--- config.mk ---
export PLATFORM = sky130hd
export DESIGN_NAME = fetch_queue
export DESIGN_NICKNAME = d
export VERILOG_FILES = /design/src/rtl/legv8_pkg.sv /design/src/rtl/fq_storage.sv /design/src/rtl/fetch_queue.sv
export SDC_FILE = /design/constraint.sdc
export NUM_CORES = 1
export LEC_CHECK = 0
export ABC_AREA = 1
export BUFFER_PORTS_ARGS = -buffer_cell sky130_fd_sc_hd__buf_2
export CELL_PAD_IN_SITES_DETAIL_PLACEMENT = 0
export CELL_PAD_IN_SITES_GLOBAL_PLACEMENT = 1
export CORE_UTILIZATION = 30
export DETAILED_ROUTE_END_ITERATION = 8
export GPL_TIMING_DRIVEN = 0
export PLACE_DENSITY_LB_ADDON = 0.1
export SYNTH_ARGS = -nofsm -noshare
export SYNTH_HDL_FRONTEND = slang
export SYNTH_SLANG_ARGS = --single-unit
--- constraint.sdc ---
create_clock -name clk -period 6.4 [get_ports clk]
set_clock_uncertainty 0.05 [all_clocks]
set_input_delay 1.28 -clock clk [delete_from_list [all_inputs] [get_ports clk]]
set_output_delay 1.28 -clock clk [all_outputs]
set_load 0.005 [all_outputs]
--- src/rtl/legv8_pkg.sv ---
// Shared LEGv8 front-end types: instruction/PC widths and the fetch queue entry.
package legv8_pkg;

  localparam int INSTR_W = 32;
  localparam int PC_W    = 64;

  typedef struct packed {
    logic [PC_W-1:0]    pc;
    logic [INSTR_W-1:0] instr;
  } fq_entry_t;

endpackage

--- src/rtl/fq_storage.sv ---
// Fetch queue entry storage: DEPTH x fq_entry_t registers, one synchronous
// write port, one asynchronous read port. Contents are not reset.
module fq_storage
  import legv8_pkg::*;
#(
  parameter int DEPTH = 4,
  parameter int AW    = $clog2(DEPTH)
) (
  input  logic          clk,
  input  logic          we,
  input  logic [AW-1:0] waddr,
  input  fq_entry_t     wdata,
  input  logic [AW-1:0] raddr,
  output fq_entry_t     rdata
);

  fq_entry_t mem [DEPTH];

  // Write the addressed entry on a push.
  always_ff @(posedge clk) begin
    if (we) mem[waddr] <= wdata;
  end

  // Head entry is read combinationally.
  assign rdata = mem[raddr];

endmodule

--- src/rtl/fetch_queue.sv ---
// Fetch-to-decode instruction queue (FIFO) with valid/ready handshakes,
// flush on taken branch and synchronous active-high restart.
// Optional feature: define FETCH_QUEUE_BYPASS_EN to let a push into an empty
// queue reach the outputs in the same cycle.
module fetch_queue
  import legv8_pkg::*;
#(
  parameter int DEPTH = 4,
  parameter int IW    = INSTR_W,
  parameter int PW    = PC_W
) (
  input  logic                     clk,
  input  logic                     restart_cpu,
  input  logic                     in_valid,
  output logic                     in_ready,
  input  logic [IW-1:0]            in_instr,
  input  logic [PW-1:0]            in_pc,
  output logic                     out_valid,
  input  logic                     out_ready,
  output logic [IW-1:0]            out_instr,
  output logic [PW-1:0]            out_pc,
  input  logic                     flush,
  output logic [$clog2(DEPTH):0]   count
);

  localparam int AW = $clog2(DEPTH);
  localparam int CW = AW + 1;

  logic [AW-1:0] rd_ptr, wr_ptr;
  logic          push, pop, wr_en;
  fq_entry_t     wr_entry, rd_entry;

  // Acceptance depends only on occupancy, flush and restart (never on out_ready).
  assign in_ready = (count != CW'(DEPTH)) && !flush && !restart_cpu;
  assign push     = in_valid && in_ready;
  // Only stored entries are popped; a bypassed entry never touches state.
  assign pop      = (count != '0) && out_ready;

  // Pack the incoming instruction into a storage entry.
  always_comb begin
    wr_entry                = '0;
    wr_entry.pc[PW-1:0]     = in_pc;
    wr_entry.instr[IW-1:0]  = in_instr;
  end

  // Head outputs, forced to zero when nothing is valid; optional bypass path.
  always_comb begin
    out_valid = (count != '0);
    out_instr = out_valid ? rd_entry.instr[IW-1:0] : '0;
    out_pc    = out_valid ? rd_entry.pc[PW-1:0]    : '0;
    wr_en     = push;
`ifdef FETCH_QUEUE_BYPASS_EN
    // push already excludes flush and restart, so bypass is suppressed then.
    if ((count == '0) && push) begin
      out_valid = 1'b1;
      out_instr = in_instr;
      out_pc    = in_pc;
      // Consumed straight away by decode: nothing to store.
      wr_en     = !out_ready;
    end
`endif
  end

  // Pointer and occupancy state; restart and flush both empty the queue.
  always_ff @(posedge clk) begin
    if (restart_cpu || flush) begin
      rd_ptr <= '0;
      wr_ptr <= '0;
      count  <= '0;
    end else begin
      if (wr_en) wr_ptr <= wr_ptr + 1'b1;
      if (pop)   rd_ptr <= rd_ptr + 1'b1;
      count <= count + CW'(wr_en) - CW'(pop);
    end
  end

  fq_storage #(.DEPTH(DEPTH)) u_storage (
    .clk   (clk),
    .we    (wr_en),
    .waddr (wr_ptr),
    .wdata (wr_entry),
    .raddr (rd_ptr),
    .rdata (rd_entry)
  );

endmodule

After elaboration in Yosys (flattened, before gate mapping)
Memory sizes are Yosys's and may differ from the RTL's. A register that Yosys moved wholly into a read port is not among the register bits.
Index checks and enable logic that the tools add are counted.

storage, ports and cells
  logic and storage cells = 23
  output and inout port bits = 101
  flip-flop bits (word level) = 7
  input port bits = 101
  bits in writable memories = 384
  memories kept = 1

memories
  name           depth  bits a word  read ports  clocked after Yosys merged registers in  write ports  RTL line          RTL
  u_storage.mem  4      96           1           1                                        1            fq_storage.sv:17  fq_entry_t mem [DEPTH];

operators by class
  reduce and logical (&&, ||, !) cells = 8
  $add $sub $neg = 4
  multiplexer cells = 6
  equality and inequality tests = 1

operators with widths
  operator             count
  $mux 64              1
  $mux 32              1
  $add 2x1->2 const B  2
  $logic_and 1x1->1    4
  $mux 2               2
  $add 3x1->3          1
  $ne 3x3->1 const B   1
  $reduce_bool 3->1    1
  $sub 3x1->3          1
  $logic_not 1->1      2
  $mux 1               2
  $logic_or 1x1->1     1

Longest topological paths before layout
Gate-level depths: netlist of the first run.

  word-level depth = 6
  depth in mapped cells = 13
  depth with buffers taken out = 13

By module
Synthesis of the first run repeated with hierarchy kept, for this count alone.

second synthesis, totals
  cell total of the unflattened synthesis = 1764
  area total of the unflattened synthesis = 17274.1 um2

modules (own cells, without submodules)
  module       times used  area each (um2)  seq. area each (um2)  cells an instance
  fq_storage   1           16077.9          11531.1               1512
  fetch_queue  1           1196.1           140.1                 252

Least setup slack after synthesis of the first run
OpenSTA, ideal clock, no wires.

  kind = input port to flip-flop
  start point = in flush
  end point = mem u_storage.mem[0][0] in the netlist's numbering, enable pin
  data arrival time = 5.831 ns
  data required time = 5.798 ns
  setup time = 0.552 ns
  setup slack = -0.033 ns
  cell stages on the path = 3
  buffers on the path = 0
  path through = nor2_1 nand3_1 nor2_1

between the ends
  cells in the longest elaborated chain, start to end = 6

RTL lines
  element                          RTL line           RTL
  from (decl)                      fetch_queue.sv:22  input logic flush,
  $logic_not 1->1                  fetch_queue.sv:34  assign in_ready = (count != CW'(DEPTH)) && !flush && !restart_cpu;
  $logic_and 1x1->1 (2 in series)  fetch_queue.sv:34
  $logic_and 1x1->1                fetch_queue.sv:35  assign push = in_valid && in_ready;
  $mux 1                           fq_storage.sv:21   if (we) mem[waddr] <= wdata;
  $mux 1 (not written as such)     fq_storage.sv:21
  to (decl)                        fq_storage.sv:17

No other way between the ends.

==> results of run 1 <==
[worst min-delay path, cell delays in order, from the launching register on]
cell     delay, ns
dfxtp_1       0.32
nand2_1       0.06
a21oi_1       0.07
[how the worst max path moves through the flow]
| stage | endpoint | cells after the start |
|---|---|---|
| 2_1_floorplan | u_storage.mem[0][0] | 3 |
| 3_3_place_gp | u_storage.mem[3][64] | 4 |
| 3_5_place_dp | u_storage.mem[2][67] | 6 |
| 4_1_cts | out_instr[4] | 6 |
| 5_1_grt | out_instr[21] | 6 |
| 6_report | out_instr[4] | 6 |
[state kept, by name, summed over array words and instances, names as in the netlist, named ones only]
register	count
count	3
wr_ptr	2
rd_ptr	2
u_storage.mem	384
[logic make-up after synthesis]
group | count (synthesis) | share of synthesized area (%)
buffers and inverters | 91 | 3.073
XOR/XNOR | 1 | 0.05723
AO/OA/AOI/OAI | 291 | 9.514
adder cells (fa/ha/maj) | 7 | 0.6212
AND/OR/NAND/NOR | 415 | 10.23
flip-flops | 393 | 76.51
[Yosys cell counts (all sizes together)]
master / n
a21oi: 98
buf: 46
clkbuf: 27
dfxtp: 9
edfxtp: 384
fa: 1
ha: 6
inv: 18
nand2: 12
nand3: 4
nand4: 1
nor2: 398
o21ai: 193
xor2: 1
[power by group]
group          switching (mW)  internal, mW
logic                   0.150        0.0809
registers             0.00544          2.85
clock network            1.01          1.63
total                    1.17          4.56
[per-stage QoR]
stage | setup TNS, ns | utilization (%)
after floorplan | -12.65 | -
after global placement | -1734.48 | 34.12
after detailed placement | 0 | 34.85
after CTS | 0 | 37.88
after global routing | 0 | 37.88
final | 0 | 37.89
[routing by layer]
metal	up-vias	global-route usage (%)
li1	4787	-
met1	4649	21.09
met2	208	26.00
met3	71	4.513
met4	10	4.216
met5	-	0
[final cells by class]
cell class | instances | area, sq um | share of cell area [%]
plain buffers | 73 | 402.9 | 2.115
flip-flops and latches | 393 | 11710 | 61.48
repair buffers | 217 | 1341 | 7.041
well taps | 672 | 840.8 | 4.414
inverters | 18 | 67.56 | 0.3547
clock inverters | 24 | 259.0 | 1.360
diodes | 3 | 7.507 | 0.03941
multi-input cells | 714 | 3156 | 16.56
clock buffers | 59 | 1264 | 6.634
==> impl_results.md, run 1 <==
* Pre-Repair DR Iteration Count at 5
* Fin crit period at ~3.7 ns
* Nets at between 1500 and 2000
* Cell Area, Synth at ~0.015 sq mm
* # resized after CTS at 0
* Share of the yosys chip area belonging to registers at 76.51%
* Critical Path Max Stage Delay at around 0.53 ns
* Ports at just over 200
* Worst min-delay path category: register to register
* Syn_nets at roughly 1300
* Crit Reg-Reg Endpoint: u_storage.mem[2][67]
* Pre-CTS setup slack at about 2.3 ns
* RePlAce Congestion at 0.6971
* Vias in the first global route at 9748
* Synth warn at 0
* WHS Path Cells at 2
* Synth area leaders: edfxtp_1 (75%), nor2_1 (9.8%), o21ai_0 (5.8%), a21oi_1 (3.2%), buf_4 (1.3%)
* HP Start: rd_ptr[1]
* Leakage at just under 7 nW
* Die extent in y at 227.9 um
* CP Max Fanout at 10
* CP startpoint kind: register
* Detail Placement HPWL at 26250 um
* Core area at around 0.050 sq mm
* CTS max path bufs at 3
* Syn avg cell area at between 10 and 15 sq um
* Routed WL at 42060 um
* Synth-to-Final Area Change at 24.45%
* Met3 WL at about 2500 um
* Via count at 9725
* Setup bufs post-CTS at 0
* Most frequent cells in the layout: nor2_1 (394), edfxtp_1 (384), buf_2 (214)
* Initial antenna violation count at 8
* Post-synth top area cell: edfxtp_1
* Total Power at 5.726 mW
* Grt ovf at 0
* IO Port Bufs at about 200
* Power Dens Cells at between 300 and 400 mW/mm^2
* Fillers at around 4900
* Setup-failing EPs final at 0
* H-Tree Depth at 2
* Die ar. at approximately 0.052 sq mm
* Post-Place Cells at 2087
* RSZ-0062 raised after global routing: no
* Share of the synthesized area in the top cell type at 75.33%
* Area after DPL at 0.01752 sq mm
* Register-to-register setup slack at roughly 3.7 ns
* CTS tree: done
* Leading cell type in the layout, fill and taps excluded: nor2_1
* CP endpoint kind: output pin
* Clock transition at path regs at 0.06 ns
* Max layer used: met5
* Status: completed
* Die W at about 230 um
* Slowest cell on crit path: clkbuf_1
* Slew Viols, Final at 0
* CP bufs+invs at 4
* Site Rows at between 80 and 90
* Layout cells sized above 1 at 22.03%
* Hold Buf Count CTS at 0
* Root Buffer: clkbuf_16
* Fin worst setup slack at between 2 and 3 ns
* Worst slew pin tran at slightly above 0.8 ns
* Fin Hold WS at about 0.46 ns
* Max transition margin at a little under half
* Fmax achieved at between 200 and 300 MHz
* Wl on met1 at between 15000 and 20000 um
* # DRC at 0
* Pin count of the biggest net entering global routing at 27
* Antenna violation net count after detailed routing at 0
* Period utilization at between 50% and 60%
* Fin area at between 0.015 and 0.02 sq mm
* Starting DRT DRC Count at around 470
* Crit Path Category: register to output pin
* Metal2 WL at between 15000 and 20000 um
* Seq cells post-synth at 393
* Peak supply drop at approximately 160 uV
* Post-Synthesis Cells at 1198
* Cell breakdown of the critical path: inv_2, buf_4, clkbuf_1, o21ai_0, a21oi_1, buf_2
* Initial core utilization at 30.45%
* Tot GR Track Use at ~16%
* Vias per cell at between 4 and 5
* Clk_lat worst skew at roughly 0.57 ns
* TritonCTS Buffers at 46
* Fin cells at between 2000 and 2500
* Clock sinks at 393
* Worst-case hold path end point: rd_ptr[1]
* Max cap viols at 0
* Synth unique cells at 20
* Wire per inst at 19.36 um
* Worst Reg-to-Reg Cells at 6
* Final hold vios at 0
* Critical Path AT at approximately 2.4 ns
* Worst r2r src: count[1]
* Cell family with most CP delay: buffers and inverters
* First-pass GRT wire length at around 62000 um
* Worst Path Required at about 5.1 ns
Note: power is estimated with default switching activity, not from simulation.
==> run 2, diff against run 1 <==
- clock period: 6.4 -> 3.3 ns (I/O delays scaled with it)
==> impl_results.md, run 2 (same netlist as run 1, synthesis figures left out) <==
* Worst slew pin tran at between 0.9 and 1 ns
* Max reg flops at 384
* Grt ovf at 0
* Biggest register: u_storage.mem
* CP Max Fanout at 10
* Initial antenna violation count at 10
* Setup-failing EPs final at 0
* Pin count of the biggest net entering global routing at 27
* Die extent in y at 227.9 um
* CTS tree: done
* Clk_lat worst skew at about 0.57 ns
* Vias per cell at roughly 4.5
* Area after DPL at 0.01753 sq mm
* Most frequent cells in the layout: nor2_1 (394), edfxtp_1 (384), buf_2 (214)
* Initial core utilization at 30.45%
* Logic pwr share at between 4 and 5%
* Root Buffer: clkbuf_16
* Biggest regs: u_storage.mem (384), count (3)
* Synth-to-Final Area Change at 23.90%
* Pre-Repair DR Iteration Count at 5
* CP endpoint kind: output pin
* Setup bufs post-CTS at 0
* Fmax achieved at ~320 MHz
* Die ar. at approximately 0.052 sq mm
* # resized after CTS at 0
* CP startpoint kind: register
* Leakage at slightly below 7 nW
* TritonCTS Buffers at 46
* Site Rows at just over 80
* Ports at between 200 and 250
* Via count at 9675
* Post-layout util at 37.73%
* RePlAce Congestion at between 0.7 and 0.8
* Hold Buf Count CTS at 0
* Vias in the first global route at 9429
* Critical Path AT at approximately 2.4 ns
* Fin crit period at around 3.1 ns
* Sw Ratio at ~21%
* Worst Path Required at 2.59 ns
* Period utilization at between 90% and 100%
* Tot GR Track Use at 16.06%
* Routed WL at roughly 42000 um
* Peak supply drop at between 300 and 400 uV
* Crit Path Category: register to output pin
* Antenna violation net count after detailed routing at 0
* Detail Placement HPWL at approximately 26000 um
* Power Dens Cells at about 570 mW/mm^2
* Fin area at about 0.019 sq mm
* Leading cell type in the layout, fill and taps excluded: nor2_1
* Internal power at 8.597 mW
* Starting DRT DRC Count at between 400 and 500
* IO Port Bufs at ~200
* Slew Viols, Final at 0
* Final hold vios at 0
* First-pass GRT wire length at 61810 um
* H-Tree Depth at 2
* Core area at ~0.050 sq mm
* Clock sinks at around 390
* Sequential share of power at 51.2%
* Nets at between 1500 and 2000
* Max cap viols at 0
* RSZ-0062 raised after global routing: no
* Die W at approximately 230 um
* Wire per inst at just under 20 um
* # DRC at 0
* Layout cells sized above 1 at about 22%
* Clock transition at path regs at about 0.060 ns
* Max transition margin at a little under two fifths
* Status: completed
* Clk pwr share at about 45%
* Setup TNS at 0 ns
* Worst min-delay path category: input port to register
* Switching Power at 2.223 mW
* CTS max path bufs at 3
-- run 2: changes by cell type in the layout (fill, tap and decap cells not counted), sizes merged --
cell,change
clkinv,-4
bufinv,-3
clkbuf,+3
-- run 2: power groups by stage --
stage	Clock (mW)	Sequential, mW	Combinational, mW
floorplan	0	5.64	0.179
global placement	0	5.65	0.440
detailed placement	0	5.64	0.458
CTS	5.00	5.54	0.459
global route	5.17	5.54	0.501
finish	4.84	5.54	0.445
-- run 2: routing by layer --
metal	routed length [um]	track usage, %	vias up
met2	19220	25.18	218
met1	19330	21.86	4591
met4	803	4.237	12
li1	-	-	4785
met5	78	0	-
met3	2334	4.413	69
-- run 2: final cells by class --
cell class | instances | area (sq um)
multi-input cells | 714 | 3156
well taps | 672 | 840.8
repair buffers | 217 | 1356
flip-flops and latches | 393 | 11710
clock inverters | 17 | 148.9
plain buffers | 73 | 402.9
inverters | 18 | 67.56
fillers | 4899 | 31310
clock buffers | 62 | 1275
diodes | 3 | 7.507
-- run 2: critical path, cell delays in order (launching register included) --
cell	delay [ns]
dfxtp_1	0.34
inv_2	0.07
buf_4	0.24
clkbuf_1	0.54
o21ai_0	0.20
a21oi_1	0.29
buf_2	0.17
-- run 2: path summary, 6_finish.rpt --
path              from              endpoint  slack, ns  depth (start not counted)
max           register         out_instr[31]       0.16                          6
min          in_pc[54]  u_storage.mem[1][86]       0.26                          1
max reg2reg   count[1]  u_storage.mem[3][62]       0.59                          6
min reg2reg  rd_ptr[1]             rd_ptr[1]       0.46                          2
-- run 2: through the flow --
stage / hold slack, ns / power [mW] / worst slack [ns] / std cells
6_report: 0.2552 / 10.82 / 0.1592 / 2169
5_1_grt: 0.2249 / 11.21 / 0.003960 / 2167
4_1_cts: 0.2101 / 10.99 / 0.06886 / 2166
3_5_place_dp: 0.4504 / 6.098 / -0.1416 / 2087
3_3_place_gp: 0.4544 / 6.088 / -3.907 / 2071
2_1_floorplan: 0.4144 / 5.824 / -0.9563 / 1198
==> run 3, diff against run 2 <==
- CORE_ASPECT_RATIO: not set -> 0.9
- GPL_TIMING_DRIVEN: 0 -> not set
==> impl_results.md, run 3 (same netlist as run 1, synthesis figures left out) <==
* CP endpoint kind: output pin
* Fin Hold WS at about 0.26 ns
* Critical Path AT at approximately 2.4 ns
* Setup TNS at 0 ns
* Period utilization at 93.00%
* Hold Buf Count CTS at 0
* Nets at 1511
* Biggest register: u_storage.mem
* First-pass GRT wire length at a little under 60000 um
* Clock sinks at ~390
* Biggest regs: u_storage.mem (384), count (3)
* Layout cells sized above 1 at between 20% and 30%
* IO Port Bufs at roughly 200
* Status: completed
* Leakage at 6.624 nW
* Most frequent cells in the layout: nor2_1 (394), edfxtp_1 (384), buf_2 (201)
* Root Buffer: clkbuf_16
* Max cap viols at 0
* Cell breakdown of the critical path: nor2_1, nand2_1, inv_4, buf_12, a21oi_1, buf_2
* Worst slew pin tran at 0.7736 ns
* TritonCTS Buffers at 45
* Clk_lat worst skew at 0.56 ns
* Fmax achieved at 325.8 MHz
* Post-layout util at 36.74%
* CTS tree: done
* Site Rows at 78
* Worst r2r src: count[1]
* Worst-case hold path end point: u_storage.mem[2][1]
* Pin count of the biggest net entering global routing at 141
* Critical Path Max Stage Delay at 0.39 ns
* Area after DPL at ~0.017 sq mm
* Final hold vios at 0
* Worst Setup SP: count[1]
* Max reg flops at 384
* Synth-to-Final Area Change at 20.86%
* Setup-failing EPs final at 0
* Register-to-register setup slack at between 0.9 and 1 ns
* H-Tree Depth at 2
* CP Max Fanout at between 50 and 60
* Worst Path Required at roughly 2.6 ns
* Core area at 0.05036 sq mm
* Detail Placement HPWL at roughly 21000 um
* WHS Path Cells at 1
* Fillers at ~5000
* Die extent in y at between 200 and 250 um
* Max transition margin at approximately half
* Leading cell type in the layout, fill and taps excluded: nor2_1
* Peak supply drop at roughly 340 uV
* Vias per cell at about 4.5
* Power Dens Cells at around 560 mW/mm^2
* Die ar. at ~0.052 sq mm
* Initial core utilization at a little under a third
* Grt ovf at 0
* Crit Path Category: register to output pin
* Wire per inst at 18.71 um
* Fin area at 0.01850 sq mm
* Vias in the first global route at 9362
* RSZ-0062 raised after global routing: no
* Slowest cell on crit path: inv_4
* # DRC at 0
* Routed WL at 39560 um
* Setup bufs post-CTS at 0
* RePlAce Congestion at between 0.6 and 0.7
* CP startpoint kind: register
* Worst min-delay path category: input port to register
* Slew Viols, Final at 0
* Initial antenna violation count at 6
* Die W at around 240 um
* Crit Reg-Reg Endpoint: count[2]
* Ports at 202
* Tot GR Track Use at 15.24%
* Via count at 9599
* HP Start: in_instr[1]
* Clock transition at path regs at around 0.06 ns
* # resized after CTS at 0
* Starting DRT DRC Count at 468
* Antenna violation net count after detailed routing at 0
* Worst Reg-to-Reg Cells at 13
* Fin crit period at between 3 and 4 ns
* Pre-Repair DR Iteration Count at 6
* CTS max path bufs at 3
## run 3: cell count changes in the layout (fill, tap and decap cells not counted), moves of 2 or more
cell	before	now
buf_1	5	0
buf_12	12	17
buf_16	4	0
buf_2	214	201
buf_4	27	13
bufinv_16	3	0
clkbuf_1	39	10
clkbuf_16	49	45
clkinv_1	9	16
dfxtp_1	9	7
dfxtp_4	0	2
inv_2	3	0
inv_4	0	2
## run 3: report_power, final
group	total [mW]	switching, mW	leakage [nW]	internal, mW
clock	4.38	1.91	0.611	2.47
combinational	0.425	0.278	2.47	0.147
sequential	5.54	0.0108	3.54	5.52
total	10.3	2.20	6.62	8.14
## run 3: worst max path at each step
stage | end | slack [ns] | cells past startpoint
6_report | out_pc[10] | 0.23 | 6
5_1_grt | out_pc[24] | 0.04 | 6
4_1_cts | out_pc[24] | 0.13 | 6
3_5_place_dp | u_storage.mem[1][63] | 0.70 | 7
3_3_place_gp | u_storage.mem[1][53] | 0.70 | 7
2_1_floorplan | u_storage.mem[0][0] | -0.96 | 3
## run 3: worst max-delay path, delay by kind of cell (launching register included)
| kind | cells | cell delay [ns] |
|---|---|---|
| simple gates | 2 | 0.39 |
| buf+inv | 3 | 0.91 |
| compound gates | 1 | 0.12 |
| flops | 1 | 0.35 |
## run 3: cell type report
cell class | count | area, sq um | area share (%)
flip-flops and latches | 393 | 11720 | 63.34
multi-input cells | 714 | 3156 | 17.06
repair buffers | 231 | 1444 | 7.805
clock buffers | 55 | 1164 | 6.290
well taps | 680 | 850.8 | 4.599
clock inverters | 21 | 85.08 | 0.4599
inverters | 18 | 77.57 | 0.4193
diodes | 2 | 5.005 | 0.02705
## run 3: per-layer routing
| metal | GRT usage (%) | up-vias | part of all wire, % | routed length [um] |
|---|---|---|---|---|
| met5 | 0 | - | 0.13 | 52 |
| met4 | 4.628 | 8 | 2.1 | 842 |
| met3 | 4.471 | 62 | 6.5 | 2576 |
| met2 | 23.98 | 187 | 46 | 18180 |
| met1 | 20.22 | 4687 | 45 | 17910 |
| li1 | - | 4655 | - | - |
## run 3: metrics by stage
step	setup slack, ns	power (mW)	instances
after floorplan	-0.9563	5.824	1198
after global placement	0.6955	6.075	2036
after detailed placement	0.6989	6.078	2036
after CTS	0.1270	10.51	2112
after global routing	0.03735	10.73	2112
final	0.2309	10.34	2114
